===== src/rtl/adc_spi_reader.sv =====
// adc_spi_reader: SPI master for an 8-channel 12-bit serial ADC.
// Each frame sends the next channel address and reads back the result of
// the previous frame's conversion. The block therefore remembers which
// channel the in-flight data belongs to.
module adc_spi_reader #(
    parameter int CLK_DIV    = 4,   // sclk half-period in clk cycles, >= 2
    parameter int FRAME_BITS = 16,  // sclk cycles per frame
    parameter int DATA_BITS  = 12   // result width, low bits of the frame
) (
    input  logic                 clk,
    input  logic                 resetn,
    input  logic                 start,
    input  logic [2:0]           channel_addr,
    output logic                 busy,
    output logic                 sample_valid,
    output logic [DATA_BITS-1:0] sample_data,
    output logic [2:0]           sample_channel,
    output logic                 spi_cs_n,
    output logic                 spi_sclk,
    output logic                 spi_mosi,
    input  logic                 spi_miso
);

    localparam int CW = (CLK_DIV > 1) ? $clog2(CLK_DIV) : 1;
    localparam int BW = $clog2(FRAME_BITS);

    localparam logic [1:0] IDLE  = 2'd0;
    localparam logic [1:0] SETUP = 2'd1;
    localparam logic [1:0] SHIFT = 2'd2;
    localparam logic [1:0] HOLD  = 2'd3;

    logic [1:0]            state;
    logic [CW-1:0]         div_cnt;
    logic [BW-1:0]         bit_cnt;
    logic [FRAME_BITS-1:0] tx;
    logic [FRAME_BITS-1:0] tx_load;
    // Only the low DATA_BITS of the frame matter; leading zeros shift out.
    logic [DATA_BITS-1:0]  rx;
    logic [2:0]            cur_addr;
    logic [2:0]            prev_addr;
    logic                  primed;
    logic                  div_last;
    logic                  bit_last;

    // Outgoing control word: two don't-care zeros, address, then zeros.
    always_comb begin
        tx_load  = {2'b00, channel_addr, {(FRAME_BITS-5){1'b0}}};
        div_last = (div_cnt == CW'(CLK_DIV - 1));
        bit_last = (bit_cnt == BW'(FRAME_BITS - 1));
    end

    // Frame sequencer: SETUP (cs low, sclk high), 16 low-then-high sclk
    // periods, HOLD, then a mandatory IDLE cycle with cs high.
    always_ff @(posedge clk or negedge resetn) begin
        if (!resetn) begin
            state          <= IDLE;
            div_cnt        <= '0;
            bit_cnt        <= '0;
            tx             <= '0;
            rx             <= '0;
            cur_addr       <= '0;
            prev_addr      <= '0;
            primed         <= 1'b0;
            busy           <= 1'b0;
            sample_valid   <= 1'b0;
            sample_data    <= '0;
            sample_channel <= '0;
            spi_cs_n       <= 1'b1;
            spi_sclk       <= 1'b1;
            spi_mosi       <= 1'b0;
        end else begin
            sample_valid <= 1'b0;
            case (state)
                IDLE: begin
                    spi_cs_n <= 1'b1;
                    spi_sclk <= 1'b1;
                    div_cnt  <= '0;
                    bit_cnt  <= '0;
                    if (start) begin
                        cur_addr <= channel_addr;
                        tx       <= tx_load;
                        spi_mosi <= tx_load[FRAME_BITS-1];
                        busy     <= 1'b1;
                        spi_cs_n <= 1'b0;
                        state    <= SETUP;
                    end
                end
                SETUP: begin
                    if (div_last) begin
                        // First falling edge re-drives bit 0 unchanged.
                        div_cnt  <= '0;
                        spi_sclk <= 1'b0;
                        spi_mosi <= tx[FRAME_BITS-1];
                        tx       <= tx << 1;
                        state    <= SHIFT;
                    end else begin
                        div_cnt <= div_cnt + 1'b1;
                    end
                end
                SHIFT: begin
                    if (div_last) begin
                        div_cnt <= '0;
                        if (!spi_sclk) begin
                            // Rising edge: ADC data has been stable for a
                            // half period, so miso is sampled directly.
                            spi_sclk <= 1'b1;
                            rx       <= {rx[DATA_BITS-2:0], spi_miso};
                        end else if (bit_last) begin
                            // High half of the last period done.
                            state <= HOLD;
                        end else begin
                            bit_cnt  <= bit_cnt + 1'b1;
                            spi_sclk <= 1'b0;
                            spi_mosi <= tx[FRAME_BITS-1];
                            tx       <= tx << 1;
                        end
                    end else begin
                        div_cnt <= div_cnt + 1'b1;
                    end
                end
                HOLD: begin
                    if (div_last) begin
                        div_cnt   <= '0;
                        spi_cs_n  <= 1'b1;
                        busy      <= 1'b0;
                        state     <= IDLE;
                        // Data just read belongs to the previous frame's
                        // address; the first frame after reset has none.
                        if (primed) begin
                            sample_valid   <= 1'b1;
                            sample_data    <= rx;
                            sample_channel <= prev_addr;
                        end
                        primed    <= 1'b1;
                        prev_addr <= cur_addr;
                    end else begin
                        div_cnt <= div_cnt + 1'b1;
                    end
                end
                default: state <= IDLE;
            endcase
        end
    end

endmodule

===== config.mk =====
export PLATFORM = sky130hd
export DESIGN_NAME = adc_spi_reader
export DESIGN_NICKNAME = d
export VERILOG_FILES = /design/src/rtl/adc_spi_reader.sv
export SDC_FILE = /design/constraint.sdc
export NUM_CORES = 1
export LEC_CHECK = 0
export CORE_AREA = 2 2 79 81
export DETAILED_ROUTE_END_ITERATION = 10
export DIE_AREA = 0 0 81 83
export PLACE_DENSITY = 0.66
export SLEW_MARGIN = 0
export SYNTH_ARGS = -nofsm -noshare
export SYNTH_HDL_FRONTEND = slang
export SYNTH_SLANG_ARGS = --single-unit
export TNS_END_PERCENT = 30

===== constraint.sdc =====
create_clock -name clk -period 1.9 [get_ports clk]
set_input_delay 0.285 -clock clk [delete_from_list [all_inputs] [get_ports clk]]
set_output_delay 0.285 -clock clk [all_outputs]
set_load 0.05 [all_outputs]

==> metrics <==
fmax=between 0.5 and 0.6 GHz; Post-Syn Instances=162; reg-to-reg slack, setup=0.03 ns; layer with the highest usage=met1; total number of vias=roughly 1,400; Switch Pwr=0.3723 mW; GRT overflow=0; fin util=around 49%; final setup TNS=0 ns; Yosys Warn Count=0; placed cell areas=2728 um^2; area grow syn2layout=26.25%; combinational share of power=2.7%; routed vias/inst=4.817; Die Y=83 um; GR Layer Usage met1=17.71%; Worst-Skew Late Latency=0.30 ns; ant diodes=0; synthesized area=between 2000 and 2500 um^2; outcome=finished clean; I/O Buffers=26; Final Worst Setup Slack=0.03378 ns; TritonCTS Sinks=between 50 and 60; Yosys cell types=31; Max Clock Skew=between 0.003 and 0.004 ns; largest net degree at the start of global routing=53; Max-slew headroom=66.72%; Pwr per Cell Area=around 660 nW/um^2; antenna-violating nets left=0; hold path start=div_cnt[0]; critical path's slowest cell=dfrtp_1; DP Wirelength=2567 um; Yosys reg bits=52; routed wire length per instance=12.82 um; leading area contributor after synthesis=dfrtp_1; number of DRC markers in iteration 0=68; P_int=1.528 mW; CTS Buf Count=5; Post-synth ARST share=100.0%; first-pass GRT wire length=6465 um; vias in the first global route=1,326; I/O Pins=27; Routed WL=~3600 um; Syn Area/Cell=14.03 um^2; pre-CTS setup slack=a little over 0.009 ns; Hold WS=0.4420 ns; CP Cell Sequence=inv_2 -> ha_4 -> o21ba_4 -> nand3b_4 -> a211oi_4 -> mux2_4; Setup-failing EPs final=0; Hold Crit Endpoint=div_cnt[0]; Die ar.=6723 um^2; GPL Wtd Cong=0.7231; Worst setup SP type=flop; Sequential Power Share=58.9%; post-route insts no fill=around 280; reg2reg path depth=6; final instance area=2870 um^2; kind of end point of the critical path=flop; Leak=approximately 1.4 nW; CTS max path bufs=2; max-cap violation count=0; Hold Violations, Final=0; Starting Density=about two fifths; Sw Share=19.59%; worst-margin pin slew=0.4977 ns; register area share after synthesis=a little under three fifths; layout cell share with drive strength beyond 1=36.84%; most common cell in the netlist=dfrtp_1; worst reg2reg endpoint=tx[12]; max incr delay on CP=0.43 ns; Peak VDD IR=~0.40 mV; die width=~81 um; Syn Nets=around 180; clock share of power=38.5%; met2 usage=16.90%; Final min period=1.866 ns; Core Region=5816 um^2; Period Utilization, post-route=between 90% and 100%; Inst Count DP=273; commonest cells in the netlist=dfrtp_1, mux2_2, inv_1; hold path depth=1; Post-synth top flop=dfrtp_1; clock root buffer=clkbuf_8; first-pass detailed-route iteration total=4; fin nets=224; CP Class=reg2reg; Synth top area share=55.04%; R2R Path Start=state[0]; Hold Path Class=reg2reg; Worst-path clk slew=approximately 0.090 ns; CTS tree=yes; top cells by area, synth=dfrtp_1, mux2_2, ha_1, mux2i_1, dfstp_2; Final Max Slew Viols=0; Critical Path RT=about 2.1 ns; GRT Util Overall=12.25%; initial antenna violation count=0; # DRC=0; H-tree levels=2; worst-path maximum fanout=5; Core Rows=28; Worst Path Arrival=2.05 ns; RSZ-0062 raised after global routing=yes; Post-synth EDFFs=0; post-route total power=around 1.9 mW; met3 GRT Util=4.130%
per-layer routing:
layer | part of all wire, % | vias to the layer above | wire [um]
met4 | 2.1 | 0 | 75
met2 | 43 | 27 | 1579
li1 | - | 655 | -
met5 | 0 | - | 0
met3 | 4.1 | 7 | 149
met1 | 50 | 679 | 1837
cells by family after synthesis:
| logic type | count (synthesis) | synth area share [%] |
|---|---|---|
| AO/OA/AOI/OAI | 14 | 5.174 |
| adder cells (fa/ha/maj) | 9 | 4.953 |
| buffers and inverters | 13 | 2.476 |
| flip-flops | 52 | 57.35 |
| multiplexers | 46 | 22.95 |
| AND/OR/NAND/NOR | 28 | 7.099 |
worst max-delay path by stage:
stage,slack (ns),to,start,cells after the start
6_report,0.03,tx[12],state[0],6
5_1_grt,-0.04,tx[14],state[0],7
4_1_cts,0.01,tx[14],state[1],7
3_5_place_dp,0.009,tx[14],state[1],7
3_3_place_gp,0.07,tx[12],state[1],6
2_1_floorplan,0.003,tx[11],state[0],7
layout by cell type (no fill, tap or decap), drive strengths merged, types with 3 or more instances in the layout:
| cell type | instances |
|---|---|
| nand3b | 4 |
| inv | 10 |
| mux2 | 40 |
| dfrtp | 50 |
| nand2 | 9 |
| buf | 18 |
| clkbuf | 6 |
| clkdlybuf4s50 | 23 |
| o21ai | 3 |
| mux2i | 6 |
| ha | 9 |
| nand2b | 5 |
flip-flops by register name, summed over array words and instances, names as in the netlist, 2 cells and up:
signal          flops
rx                 12
prev_addr           3
tx                  5
sample_data        12
sample_channel      3
bit_cnt             4
div_cnt             2
cur_addr            3
state               2
worst max-delay path: cells and delay by family (launching register included):
kind                       cells  cell delay [ns]
AOI/OAI and AO/OA              2             0.55
muxes                          1             0.34
and+or+nand+nor                1             0.16
buffers and inverters          1             0.10
DFF                            1             0.43
adders and majority gates      1             0.17
final cells by class:
class	count	area (um^2)
flip-flops and latches	52	1305
clock inverters	2	35.03
multi-input cells	97	937.1
clock buffers	6	72.57
well taps	75	93.84
inverters	10	37.54
repair buffers	42	389.1
fillers	548	2945
timing repair:
| item | in CTS | in global routing |
|---|---|---|
| gates resized for setup | 0 | 5 |
| endpoints found under the setup margin | 0 | 6 |
| buffers inserted | 0 | 2 |
| hold endpoints to repair | 50 | 0 |
| hold buffers | 1 | 0 |
power by group through the flow:
| stage | clock (mW) | sequential (mW) | combinational (mW) |
|---|---|---|---|
| finish | 0.731 | 1.12 | 0.0506 |
| global route | 0.827 | 1.12 | 0.0577 |
| CTS | 0.760 | 1.12 | 0.0531 |
| detailed placement | 0 | 1.14 | 0.0509 |
| global placement | 0 | 1.14 | 0.0508 |
| floorplan | 0 | 1.14 | 0.00842 |
Power figures use the tool's default switching activity.
==> RTL change 1 (config.mk and constraints unchanged) <==
Reset style: synchronous (`resetn`), changed in one clocked block.
--- a/src/rtl/adc_spi_reader.sv
+++ b/src/rtl/adc_spi_reader.sv
@@ -51,7 +51,7 @@
 
     // Frame sequencer: SETUP (cs low, sclk high), 16 low-then-high sclk
     // periods, HOLD, then a mandatory IDLE cycle with cs high.
-    always_ff @(posedge clk or negedge resetn) begin
+    always_ff @(posedge clk) begin
         if (!resetn) begin
             state          <= IDLE;
             div_cnt        <= '0;
Function: differs if resetn is asserted again (counterexample within 4 cycles, from zero or initial values and one cycle with resetn low); with resetn held inactive, the same outputs for 10 cycles.
==> RTL change 1 against the original RTL <==
- sequential cell count did not move
- first-iteration DRC count shrank 8.8%
- utilization shrank 2.8 points
- worst setup slack improved by 58 ps
- area after synthesis is 1.7% higher
- non-clock buffer count fell by 7
- global-route usage increased by 0.99 points
- final area down 5.6%
- wire length increased by 9.6%
- largest cell class is now multi-input combinational cells
Power is not compared: it rests on default switching activity, and its combinational part moved more than twofold at a synthesized area within 25%.
==> RTL change 1: results <==
{
  "relSlewSlack_pct": 66.1,
  "synth_xor_area_share_pct": 0,
  "cp_max_fo": 3,
  "grt_usage_pct": 13.2,
  "ys_top_cells_by_area": "dfxtp_1, nand2_1, a21boi_0, ha_1, mux2i_1",
  "grt_max_degree": 31,
  "dp_hpwl_um": 2860,
  "post_dp_cell_area_sq_mm": 0.00262,
  "synth_mux_area_share_pct": 4.87,
  "drive_gt1_share_pct": 10.8,
  "critPathSlowestCell": "clkdlybuf4s50_1",
  "synth_compound_area_share_pct": 16.7,
  "cp_top_family": "buffers and inverters",
  "ys_top_cells_by_count": "nand2_1, dfxtp_1, a21boi_0, mux2i_1",
  "fillers": 613,
  "nNetsFinal": 301,
  "htreeDepth": 2,
  "ys_types": 44,
  "placed_cells": 354,
  "dp_slack_ps": 197,
  "drt-total-wl_um": 3990,
  "grt_pass1_wl_um": 7270,
  "via_per_inst": 4.69,
  "drt_iter0_drc": 62,
  "grt_pass1_vias": 1668,
  "wl_per_cell_um": 11.0,
  "syn_inst": 260,
  "hp-class": "input pin to register",
  "gp_congestion": 0.751,
  "cpPeakStageDelay_ps": 830,
  "yosysSeqAreaShare_pct": 45.0,
  "finClkSkew_ps": 6.75,
  "status": "complete, no violations"
}
RTL change 1: cell families after synthesis:
logic type	after synthesis
flip-flops	52
multiplexers	11
AND/OR/NAND/NOR	118
adder cells (fa/ha/maj)	8
buffers and inverters	21
AO/OA/AOI/OAI	50
RTL change 1: power breakdown:
| part | internal [mW] | switching [mW] | total (mW) |
|---|---|---|---|
| logic | 0.442 | 0.548 | 0.989 |
| registers | 1.19 | 0.0814 | 1.27 |
| clock network | 0.258 | 0.366 | 0.624 |
| total | 1.89 | 0.996 | 2.88 |
RTL change 1: layout make-up:
class	count	area, sq um	area share (%)
inverters	5	18.8	0.693
flip-flops and latches	52	1040	38.4
clock inverters	3	18.8	0.693
multi-input cells	187	1130	41.9
repair buffers	35	333	12.3
well taps	75	93.8	3.46
clock buffers	5	68.8	2.54
RTL change 1: routing by layer:
| layer | routed length, um | GRT usage (%) | vias up |
|---|---|---|---|
| li1 | - | - | 916 |
| met1 | 2030 | 17.9 | 757 |
| met2 | 1800 | 20.4 | 21 |
| met3 | 117 | 2.93 | 4 |
| met4 | 42 | 5.08 | 0 |
| met5 | 0 | 0 | - |
RTL change 1: worst paths after layout:
check	from	end	slack [ps]	cells after the start
min	resetn	spi_sclk	340	2
max	busy	busy	90	1
min reg2reg	div_cnt[0]	div_cnt[0]	430	1
max reg2reg	state[1]	sample_data[3]	230	5
RTL change 1: through the flow:
stage	power, mW	util (%)
floorplan	2.11	-
global placement	2.28	45.1
detailed placement	2.29	45.1
CTS	2.93	46.6
global route	3.07	46.6
finish	2.88	46.6
==> RTL change 2 (same settings) <==
Made on the original files. Set the parameter `CLK_DIV` to 16 (it was 4).
--- a/src/rtl/adc_spi_reader.sv
+++ b/src/rtl/adc_spi_reader.sv
@@ -3,7 +3,7 @@
 // the previous frame's conversion. The block therefore remembers which
 // channel the in-flight data belongs to.
 module adc_spi_reader #(
-    parameter int CLK_DIV    = 4,   // sclk half-period in clk cycles, >= 2
+    parameter int CLK_DIV    = 16,   // sclk half-period in clk cycles, >= 2
     parameter int FRAME_BITS = 16,  // sclk cycles per frame
     parameter int DATA_BITS  = 12   // result width, low bits of the frame
 ) (
Check against the original RTL: not equivalent (Yosys sat finds a counterexample within 10 cycles, from zero or initial values and one cycle with resetn low).
==> RTL change 2 against the original RTL <==
- non-clock buffer count shrank 11
- worst setup slack better by 66 ps
- maximum frequency is 3.6% higher
- area after synthesis is 3.6% higher
- wire length rose by 6.8%
- worst hold slack better by 42 ps
- final area decreased by 0.26%
- die area unchanged
- count of clock-buffer cells in the layout grew 1
- power up 0.15%
- sequential cell count rose by 2
- final cell count rose by 1.1%
- combinational power down 9.7%
- largest cell class unchanged
- highest routed layer unchanged
==> RTL change 2: results <==
{
  "drt-total-wl_um": 3890,
  "synth_nets": 191,
  "layout.nonclk_buf_share_pct": 10.6,
  "avgSynthCellArea_sq_um": 13.4,
  "grt_usage_pct": 13.0,
  "syn_to_final_growth_pct": 21.5,
  "finClkSkew_ps": 4.60,
  "placed_cells": 278,
  "post_dp_cell_area_sq_mm": 0.00271,
  "peakVddDrop_mv": 0.444,
  "r2r_start": "bit_cnt[0]",
  "ys_top_cells_by_count": "dfrtp_1, mux2_2, nand2_1, o21ai_0",
  "cp_top_family": "buffers and inverters",
  "fillers": 538,
  "synth_mux_area_share_pct": 19.9,
  "wl_per_cell_um": 13.6,
  "status": "complete, no violations",
  "critPathSlowestCell": "clkdlybuf4s50_1",
  "rrSetupSlack_ps": 140,
  "drt_iter0_drc": 46,
  "dp_hpwl_um": 2800,
  "cp.arrival_ps": 1520,
  "clkCellAreaFrac_pct": 3.67,
  "grt_util_met1_pct": 18.7,
  "wl_met1_um": 1820,
  "hp-class": "input pin to asynchronous set/reset pin",
  "dp_slack_ps": 10.5,
  "ys_top_cells_by_area": "dfrtp_1, mux2_2, ha_1, o21ai_0, dfstp_2",
  "gp_congestion": 0.789,
  "grt_max_degree": 26,
  "hold_ws_ps": 484,
  "inv_count": 8,
  "seqCellArea_sq_mm": 0.00135,
  "p_sw_mw": 0.401,
  "cp_max_fo": 3,
  "layout.comb_gates.multi_input": 111,
  "use_met3_pct": 2.93
}
RTL change 2: cell types whose count changed after synthesis, sizes merged, moves of 3 or more:
cell / before / now
o21ai: 3 / 11
nand3b: 4 / 0
nor2: 2 / 6
mux2i: 6 / 3
nand3: 2 / 5
RTL change 2: power by group through the flow:
stage	Sequential [mW]	Clock, mW	Combinational [mW]
floorplan	1.17	0	0.00280
global placement	1.17	0	0.0451
detailed placement	1.17	0	0.0463
CTS	1.15	0.734	0.0478
global route	1.15	0.780	0.0535
finish	1.15	0.707	0.0457
RTL change 2: worst max-delay path by stage:
stage,from,end,cells past startpoint
4_1_cts,state[0],bit_cnt[3],6
3_3_place_gp,state[0],bit_cnt[3],6
5_1_grt,state[1],tx[13],5
6_report,busy,busy,1
2_1_floorplan,spi_sclk,tx[11],4
3_5_place_dp,state[0],bit_cnt[3],6
